$ cat src/rtl/decrypt_round_key_feeder.sv
// AES-128 inverse-cipher key feeder: expands a cipher key into 11 round keys,
// then streams them from round 10 down to round 0 over valid/ready, with replay.

package AESDefinitions;
  typedef logic [127:0] roundKey_t;

  localparam logic [0:15][127:0] SBOX_ROWS = {
    128'h637c777bf26b6fc53001672bfed7ab76,
    128'hca82c97dfa5947f0add4a2af9ca472c0,
    128'hb7fd9326363ff7cc34a5e5f171d83115,
    128'h04c723c31896059a071280e2eb27b275,
    128'h09832c1a1b6e5aa0523bd6b329e32f84,
    128'h53d100ed20fcb15b6acbbe394a4c58cf,
    128'hd0efaafb434d338545f9027f503c9fa8,
    128'h51a3408f929d38f5bcb6da2110fff3d2,
    128'hcd0c13ec5f974417c4a77e3d645d1973,
    128'h60814fdc222a908846eeb814de5e0bdb,
    128'he0323a0a4906245cc2d3ac629195e479,
    128'he7c8376d8dd54ea96c56f4ea657aae08,
    128'hba78252e1ca6b4c6e8dd741f4bbd8b8a,
    128'h703eb5664803f60e613557b986c11d9e,
    128'he1f8981169d98e949b1e87e9ce5528df,
    128'h8ca1890dbfe6426841992d0fb054bb16
  };

  function automatic logic [7:0] sbox(input logic [7:0] b);
    logic [127:0] row;
    row = SBOX_ROWS[b[7:4]];
    return row[8*(15-b[3:0]) +: 8];
  endfunction
endpackage

module decrypt_round_key_feeder
  import AESDefinitions::*;
(
  input  logic       clock,
  input  logic       reset,
  input  logic       keyValid,
  input  roundKey_t  key,
  output logic       keyReady,
  input  logic       replay,
  output logic       rkValid,
  input  logic       rkReady,
  output roundKey_t  roundKey,
  output logic [3:0] rkIndex,
  output logic       rkLast
);
  typedef enum logic [1:0] {IDLE, EXPAND, EMIT} state_t;

  state_t     state_q, state_d;
  logic [3:0] cnt_q, cnt_d;
  logic       have_q, have_d;
  logic       vld_q, vld_d;
  roundKey_t  rk_q, rk_d;
  logic [3:0] idx_q, idx_d;
  logic       last_q, last_d;

  roundKey_t  buf_q [11];
  logic       buf_we;
  logic [3:0] buf_wa;
  roundKey_t  buf_wd;

  roundKey_t  prev_rk, next_rk;
  logic [7:0] rcon;
  logic [31:0] w0, w1, w2, w3, w4, w5, w6, w7, t;

  // In EXPAND this is the previous round key; in EMIT it is the next one to send.
  assign prev_rk = buf_q[cnt_q - 4'd1];

  always_comb begin
    case (cnt_q)
      4'd1:    rcon = 8'h01;
      4'd2:    rcon = 8'h02;
      4'd3:    rcon = 8'h04;
      4'd4:    rcon = 8'h08;
      4'd5:    rcon = 8'h10;
      4'd6:    rcon = 8'h20;
      4'd7:    rcon = 8'h40;
      4'd8:    rcon = 8'h80;
      4'd9:    rcon = 8'h1b;
      4'd10:   rcon = 8'h36;
      default: rcon = 8'h00;
    endcase
  end

  always_comb begin
    {w0, w1, w2, w3} = prev_rk;
    t  = {sbox(w3[23:16]), sbox(w3[15:8]), sbox(w3[7:0]), sbox(w3[31:24])} ^ {rcon, 24'h0};
    w4 = w0 ^ t;
    w5 = w1 ^ w4;
    w6 = w2 ^ w5;
    w7 = w3 ^ w6;
    next_rk = {w4, w5, w6, w7};
  end

  always_comb begin
    state_d  = state_q;
    cnt_d    = cnt_q;
    have_d   = have_q;
    vld_d    = vld_q;
    rk_d     = rk_q;
    idx_d    = idx_q;
    last_d   = last_q;
    buf_we   = 1'b0;
    buf_wa   = cnt_q;
    buf_wd   = next_rk;
    keyReady = (state_q == IDLE);
    case (state_q)
      IDLE: begin
        if (keyValid) begin
          buf_we  = 1'b1;
          buf_wa  = 4'd0;
          buf_wd  = key;
          cnt_d   = 4'd1;
          state_d = EXPAND;
        end else if (replay && have_q) begin
          cnt_d   = 4'd10;
          state_d = EMIT;
          vld_d   = 1'b1;
          rk_d    = buf_q[10];
          idx_d   = 4'd10;
          last_d  = 1'b0;
        end
      end
      EXPAND: begin
        buf_we = 1'b1;
        if (cnt_q == 4'd10) begin
          // Round 10 goes straight to the output register as it is written.
          have_d  = 1'b1;
          state_d = EMIT;
          vld_d   = 1'b1;
          rk_d    = next_rk;
          idx_d   = 4'd10;
          last_d  = 1'b0;
        end else begin
          cnt_d = cnt_q + 4'd1;
        end
      end
      EMIT: begin
        if (rkReady) begin
          if (cnt_q != 4'd0) begin
            cnt_d  = cnt_q - 4'd1;
            rk_d   = prev_rk;
            idx_d  = cnt_q - 4'd1;
            last_d = (cnt_q == 4'd1);
          end else begin
            state_d = IDLE;
            vld_d   = 1'b0;
            rk_d    = '0;
            idx_d   = 4'd0;
            last_d  = 1'b0;
          end
        end
      end
      default: state_d = IDLE;
    endcase
  end

  always_ff @(posedge clock) begin
    if (reset) begin
      state_q <= IDLE;
      cnt_q   <= 4'd0;
      have_q  <= 1'b0;
      vld_q   <= 1'b0;
      rk_q    <= '0;
      idx_q   <= 4'd0;
      last_q  <= 1'b0;
    end else begin
      state_q <= state_d;
      cnt_q   <= cnt_d;
      have_q  <= have_d;
      vld_q   <= vld_d;
      rk_q    <= rk_d;
      idx_q   <= idx_d;
      last_q  <= last_d;
    end
  end

  // Key storage is not reset; have_q gates every read path.
  always_ff @(posedge clock) begin
    if (buf_we) buf_q[buf_wa] <= buf_wd;
  end

  assign rkValid  = vld_q;
  assign roundKey = rk_q;
  assign rkIndex  = idx_q;
  assign rkLast   = last_q;
endmodule

$ cat config.mk
export PLATFORM = sky130hd
export DESIGN_NAME = decrypt_round_key_feeder
export DESIGN_NICKNAME = d
export VERILOG_FILES = /design/src/rtl/decrypt_round_key_feeder.sv
export SDC_FILE = /design/constraint.sdc
export NUM_CORES = 2
export LEC_CHECK = 0
export CORE_ASPECT_RATIO = 0.5
export CORE_MARGIN = 2
export CORE_UTILIZATION = 30
export CTS_CLUSTER_SIZE = 8
export DETAILED_ROUTE_END_ITERATION = 8
export MAX_ROUTING_LAYER = met4
export PLACE_DENSITY = 0.48
export RECOVER_POWER = 100
export SLEW_MARGIN = 10
export SYNTH_ARGS = -nofsm -noshare
export SYNTH_HDL_FRONTEND = slang
export SYNTH_SLANG_ARGS = --single-unit
$ cat constraint.sdc
create_clock -name clock -period 17.8 [get_ports clock]
set_input_delay 3.56 -clock clock [delete_from_list [all_inputs] [get_ports clock]]
set_output_delay 3.56 -clock clock [all_outputs]
set_load 0.02 [all_outputs]
# After elaboration in Yosys (flattened, before gate mapping)
# Memories as Yosys holds them, arrays and structs flattened. A register that Yosys moved wholly into a read port is not among the register bits.
# Cells that the tools add are included.
# Widths: inputs -> output; s select.
# totals
in_bits	133
output_inout_bits	135
ramBits	1408
memories	6
reg_bits	141
romBits	8320
# op_classes
magnitude_cmp	4
n_bitwise	9
eq_ne	12
reduce_logical	9
addsub	6
shift	4
n_mux	53
# mem_list
memory	depth	width	rd	rd_ports_with_merged_regs	write_ports	line_no	source
(name not given)	16	128	1	0	0	28	row = SBOX_ROWS[b[7:4]];
(name not given)	16	128	1	0	0	28	
(name not given)	16	128	1	0	0	28	
(name not given)	16	128	1	0	0	28	
buf_q	11	128	2	0	1	58	roundKey_t buf_q [11];
(name not given)	16	8	1	1	0	71	case (cnt_q)
# op_table
cell	count
$mux 128	15
$shiftx 128x33->8	4
$pmux 128 s3	1
$xor 32x32->32	5
$mux 4	13
$pmux 4 s3	2
$ge 5x5->1 const B	4
$not 4->5	4
$sub 4x4->5 const A	4
$mux 1	13
$ne 2x2->1 const B	6
$mux 2	5
$reduce_and 5->1	2
$pmux 1 s3	2
$pmux 2 s3	1
$reduce_and 6->1	1
$add 4x1->4 const B	1
$eq 4x1->1 const B	1
$eq 4x4->1 const B	1
$reduce_and 4->1	1
$reduce_bool 4->1	1
$sub 4x1->4 const B	1
$ne 3x2->1 const B	1
$reduce_bool 3->1	1
other kinds (7)	7

# Longest topological paths before layout
# An unclocked memory read counts as a cell.
# depth
depth_word	14
ltp_mapped	31
ltp_nobuf	21

# Worst setup path after synthesis
# OpenSTA, ideal clock, no wires.
# synth_timing
kind	in2reg
startpoint	input keyValid
endpoint	memory buf_q[6][0] (netlist name), enable pin
arrival_time_ns	16.256
cell_stages	4
required_time_ns	16.871
path_slack_ns	0.615
path_buffers	2
cell_sequence	and2_1 -> clkbuf_1 -> clkbuf_1 -> nor4_1
# synth_between
elab_chain_len	4
word_cells_on_any_way	6
# synth_rtl
item	line_no	source
from (decl)	38	input logic keyValid,
$mux 1	110	if (keyValid) begin
$pmux 1 s2	108	case (state_q)
$mux 1	181	if (buf_we) buf_q[buf_wa] <= buf_wd;
$mux 1 (not written as such)	181	
to (decl)	58	
# Several ways; a longest one is shown, not always the timed one.

# Final worst setup path
# layout_timing
startpoint	input keyValid
endpoint	memory buf_q[8][121] (netlist name), enable pin
# Same word-level chain as after synthesis.

==> Flow_metrics.wiki <==
{| class="wikitable"
! Metric !! Value
|-
| Antenna violations before repair || 14
|-
| Final weighted congestion of routability-driven global placement || 0.999
|-
| Final count of pins violating max slew || 1568
|-
| Fin Setup TNS || 0 ps
|-
| Resized Gates After CTS || 0
|-
| Routed wire per std cell || 32.6 µm
|-
| Post CTS Setup Buffer Count || 0
|-
| Final routed DRC violation total || 0
|-
| Die outline width || 732 µm
|-
| Final-report hold violation count || 0
|-
| Number of global-route vias before repair || 58500
|-
| Total clock sinks || 1557
|-
| Standard-cell rows || 133
|-
| TritonCTS Buffers || 213
|-
| Input/output buffers || 267
|-
| Fin area || 0.0915 mm²
|-
| Number of nets with antenna violations after detailed routing || 0
|-
| Dominant cell type by area after synthesis || sky130_fd_sc_hd__edfxtp_1
|-
| CTS tree || yes
|-
| Async set or reset register ratio after synthesis || 0%
|-
| DRT iter0 DRCs || 9053
|-
| Layout cells sized above 1 || 10.7%
|-
| Portion of synthesized cell area occupied by the leading cell type || 53.2%
|-
| Root Driver || sky130_fd_sc_hd__clkbuf_16
|-
| Post-layout minimum cycle time || 13800 ps
|-
| Pin count of the biggest net entering global routing || 105
|-
| Number of nets produced by synthesis || 6857
|-
| Relative area change from synthesis to final layout || 15.1%
|-
| CTS clk-pin slew, worst paths || 50 ps
|-
| Final nets || 6989
|-
| Setup clock skew after layout || 64.4 ps
|-
| Violated checks || max-capacitance violations, max-slew violations
|-
| Avg Inst Size Synth || 11.9 µm²
|-
| Post-detailed-routing wire length || 342 mm
|-
| Ys Warns || 0
|-
| Vias per cell || 5.95
|-
| Die Footprint || 0.269 mm²
|-
| Final setup vio count || 0
|-
| Register area share after synthesis || 56.9%
|-
| GRT Resource Usage Total || 25.2%
|-
| Crit end category || flip-flop
|-
| H-tree levels || 4
|-
| Number of placed I/O pins || 268
|-
| Maximum count of clock buffers along a single path || 3
|-
| EDFF count, synth || 1408
|-
| Vertical die dimension || 368 µm
|-
| Post-synthesis instance area || 0.0795 mm²
|-
| Maximum frequency from static timing analysis || 72.5 MHz
|-
| Worst Path Arrival || 14140 ps
|-
| Cell types occupying the most area after synthesis || sky130_fd_sc_hd__edfxtp_1 (53%), sky130_fd_sc_hd__mux4_2 (6.5%), sky130_fd_sc_hd__dfxtp_1 (3.8%)
|-
| Pin slew with the least headroom to its limit || 7640 ps
|-
| Starting Density || 30.2%
|-
| Worst min path class || flip-flop to flip-flop
|-
| Overflow left after global routing || 0
|-
| Cts hold-fix bufs || 0
|-
| First-pass iteration count of the detailed router || 8
|-
| Crit Path Category || input pin to flip-flop
|-
| Placeable core region || 0.263 mm²
|-
| Layout Utilization || 34.8%
|-
| Flops & latches, synth || 1557
|-
| Wire length of the first global-routing pass || 476 mm
|-
| Synthesized instance count || 6656
|-
| Unrepaired setup endpoints after global routing || false
|-
| DP Area || 0.0858 mm²
|-
| Post-synthesis cell type count || 113
|-
| Total via count in the routed design || 62400
|-
| Result of the run || complete, but fails checks
|-
| Largest driver fanout on the critical path || 50
|-
| Startpoint type of the worst setup path || input pin
|-
| Post-route fraction of the period consumed by the critical path || 77.5%
|-
| Critical Path RT || 18140 ps
|-
| # Max-Cap Violations || 48
|-
| Max-Slew Margin vs Limit || -409%
|-
| Number of fill cells in the layout || 26000
|-
| Half-perimeter wire length of the detailed placement result || 218 mm
|-
| Dominant synthesized flop cell || sky130_fd_sc_hd__edfxtp_1
|-
| Clock latency on the worst-skew pair || 850 ps
|}
-- sequential cells by signal, summed over array words and instances, names as in the netlist --
name / count
roundKey: 128
have_q: 1
rkValid: 1
buf_q: 1408
rkLast: 1
cnt_q: 4
state_q: 2
rkIndex: 4
rcon: 8
-- cell type report --
cell class	instances	area, µm²	share of cell area, %
Sequential cell	1557	45300	49.5
Inverter	56	213	0.232
Antenna cell	10	25.0	0.0273
Timing Repair Buffer	495	4250	4.65
Multi-Input combinational cell	4465	31100	34.0
Clock inverter	16	309	0.338
Tap cell	3510	4390	4.80
Clock buffer	377	5950	6.50
-- cells in the final DEF (no fill, tap or decap), types with 61 or more instances in the layout --
cell / n
sky130_fd_sc_hd__a211oi_1: 119
sky130_fd_sc_hd__dlygate4sd3_1: 136
sky130_fd_sc_hd__mux2i_1: 236
sky130_fd_sc_hd__a21oi_1: 451
sky130_fd_sc_hd__a31oi_1: 150
sky130_fd_sc_hd__o211ai_1: 157
sky130_fd_sc_hd__o21ai_0: 347
sky130_fd_sc_hd__clkdlybuf4s50_1: 130
sky130_fd_sc_hd__clkbuf_16: 213
sky130_fd_sc_hd__edfxtp_1: 1408
sky130_fd_sc_hd__nor3_1: 117
sky130_fd_sc_hd__nand2_1: 773
sky130_fd_sc_hd__nor2_1: 627
sky130_fd_sc_hd__nand3_1: 162
sky130_fd_sc_hd__ha_1: 65
sky130_fd_sc_hd__dfxtp_1: 149
sky130_fd_sc_hd__xnor2_1: 127
sky130_fd_sc_hd__buf_4: 160
sky130_fd_sc_hd__mux4_2: 228
sky130_fd_sc_hd__clkbuf_1: 225
sky130_fd_sc_hd__a311oi_1: 61
-- routing by layer --
metal	track usage [%]	share of wire, %	vias up
met5	-	0	-
met4	7.58	3.8	0
met3	4.18	8.6	628
met2	37.2	44	3460
met1	35.6	44	32200
li1	-	-	26100
-- final timing paths --
path | from | endpoint | slack (ps) | depth (start not counted)
worst max-delay path | keyValid | buf_q[8][121] | 4000 | 6
worst min-delay path | roundKey[118] | roundKey[118] | 450 | 2
worst max register to register | cnt_q[0] | buf_q[7][14] | 4250 | 19
worst min register to register | roundKey[118] | roundKey[118] | 450 | 2
-- stage by stage --
| step | cells | worst slack, ps | hold WS, ps |
|---|---|---|---|
| final | 10500 | 4000 | 450 |
| after global placement | 10100 | 7940 | 436 |
| after floorplan | 6656 | 615 | 440 |
| after detailed placement | 10100 | 7990 | 440 |
| after global routing | 10500 | 3710 | 455 |
| after CTS | 10500 | 7910 | 450 |
-- cell families (layout without fill, tap and decap cells) --
group                      Yosys count  in the layout  share of synthesized area (%)
xor gates and xnor gates           188            188                           2.42
AOI/OAI and AO/OA                 1843           1843                           15.7
DFF                               1557           1557                           56.9
muxes                              488            488                           9.78
other                                0             10                              0
adders and majority gates           68             68                           1.07
buffers and inverters              634            944                           3.94
and+or+nand+nor                   1878           1878                           10.1
-- critical path, stage by stage --
cell                            delay (ps)
sky130_fd_sc_hd__dlygate4sd3_1         680
sky130_fd_sc_hd__and2_0               1060
sky130_fd_sc_hd__clkbuf_1             1420
sky130_fd_sc_hd__nor4_1                900
sky130_fd_sc_hd__clkbuf_1             3740
sky130_fd_sc_hd__clkbuf_1             2590
-- Yosys cell counts (all sizes together) (156+ instances only) --
library cell	number
a21oi	457
o211ai	158
buf	342
edfxtp	1408
clkbuf	236
nor2	633
mux2i	241
nand3	163
nand2	781
o21ai	365
mux4	228
a31oi	156
Power is not shown: default switching activity piles up to over one toggle a cycle in this logic, so the estimate is an artifact.
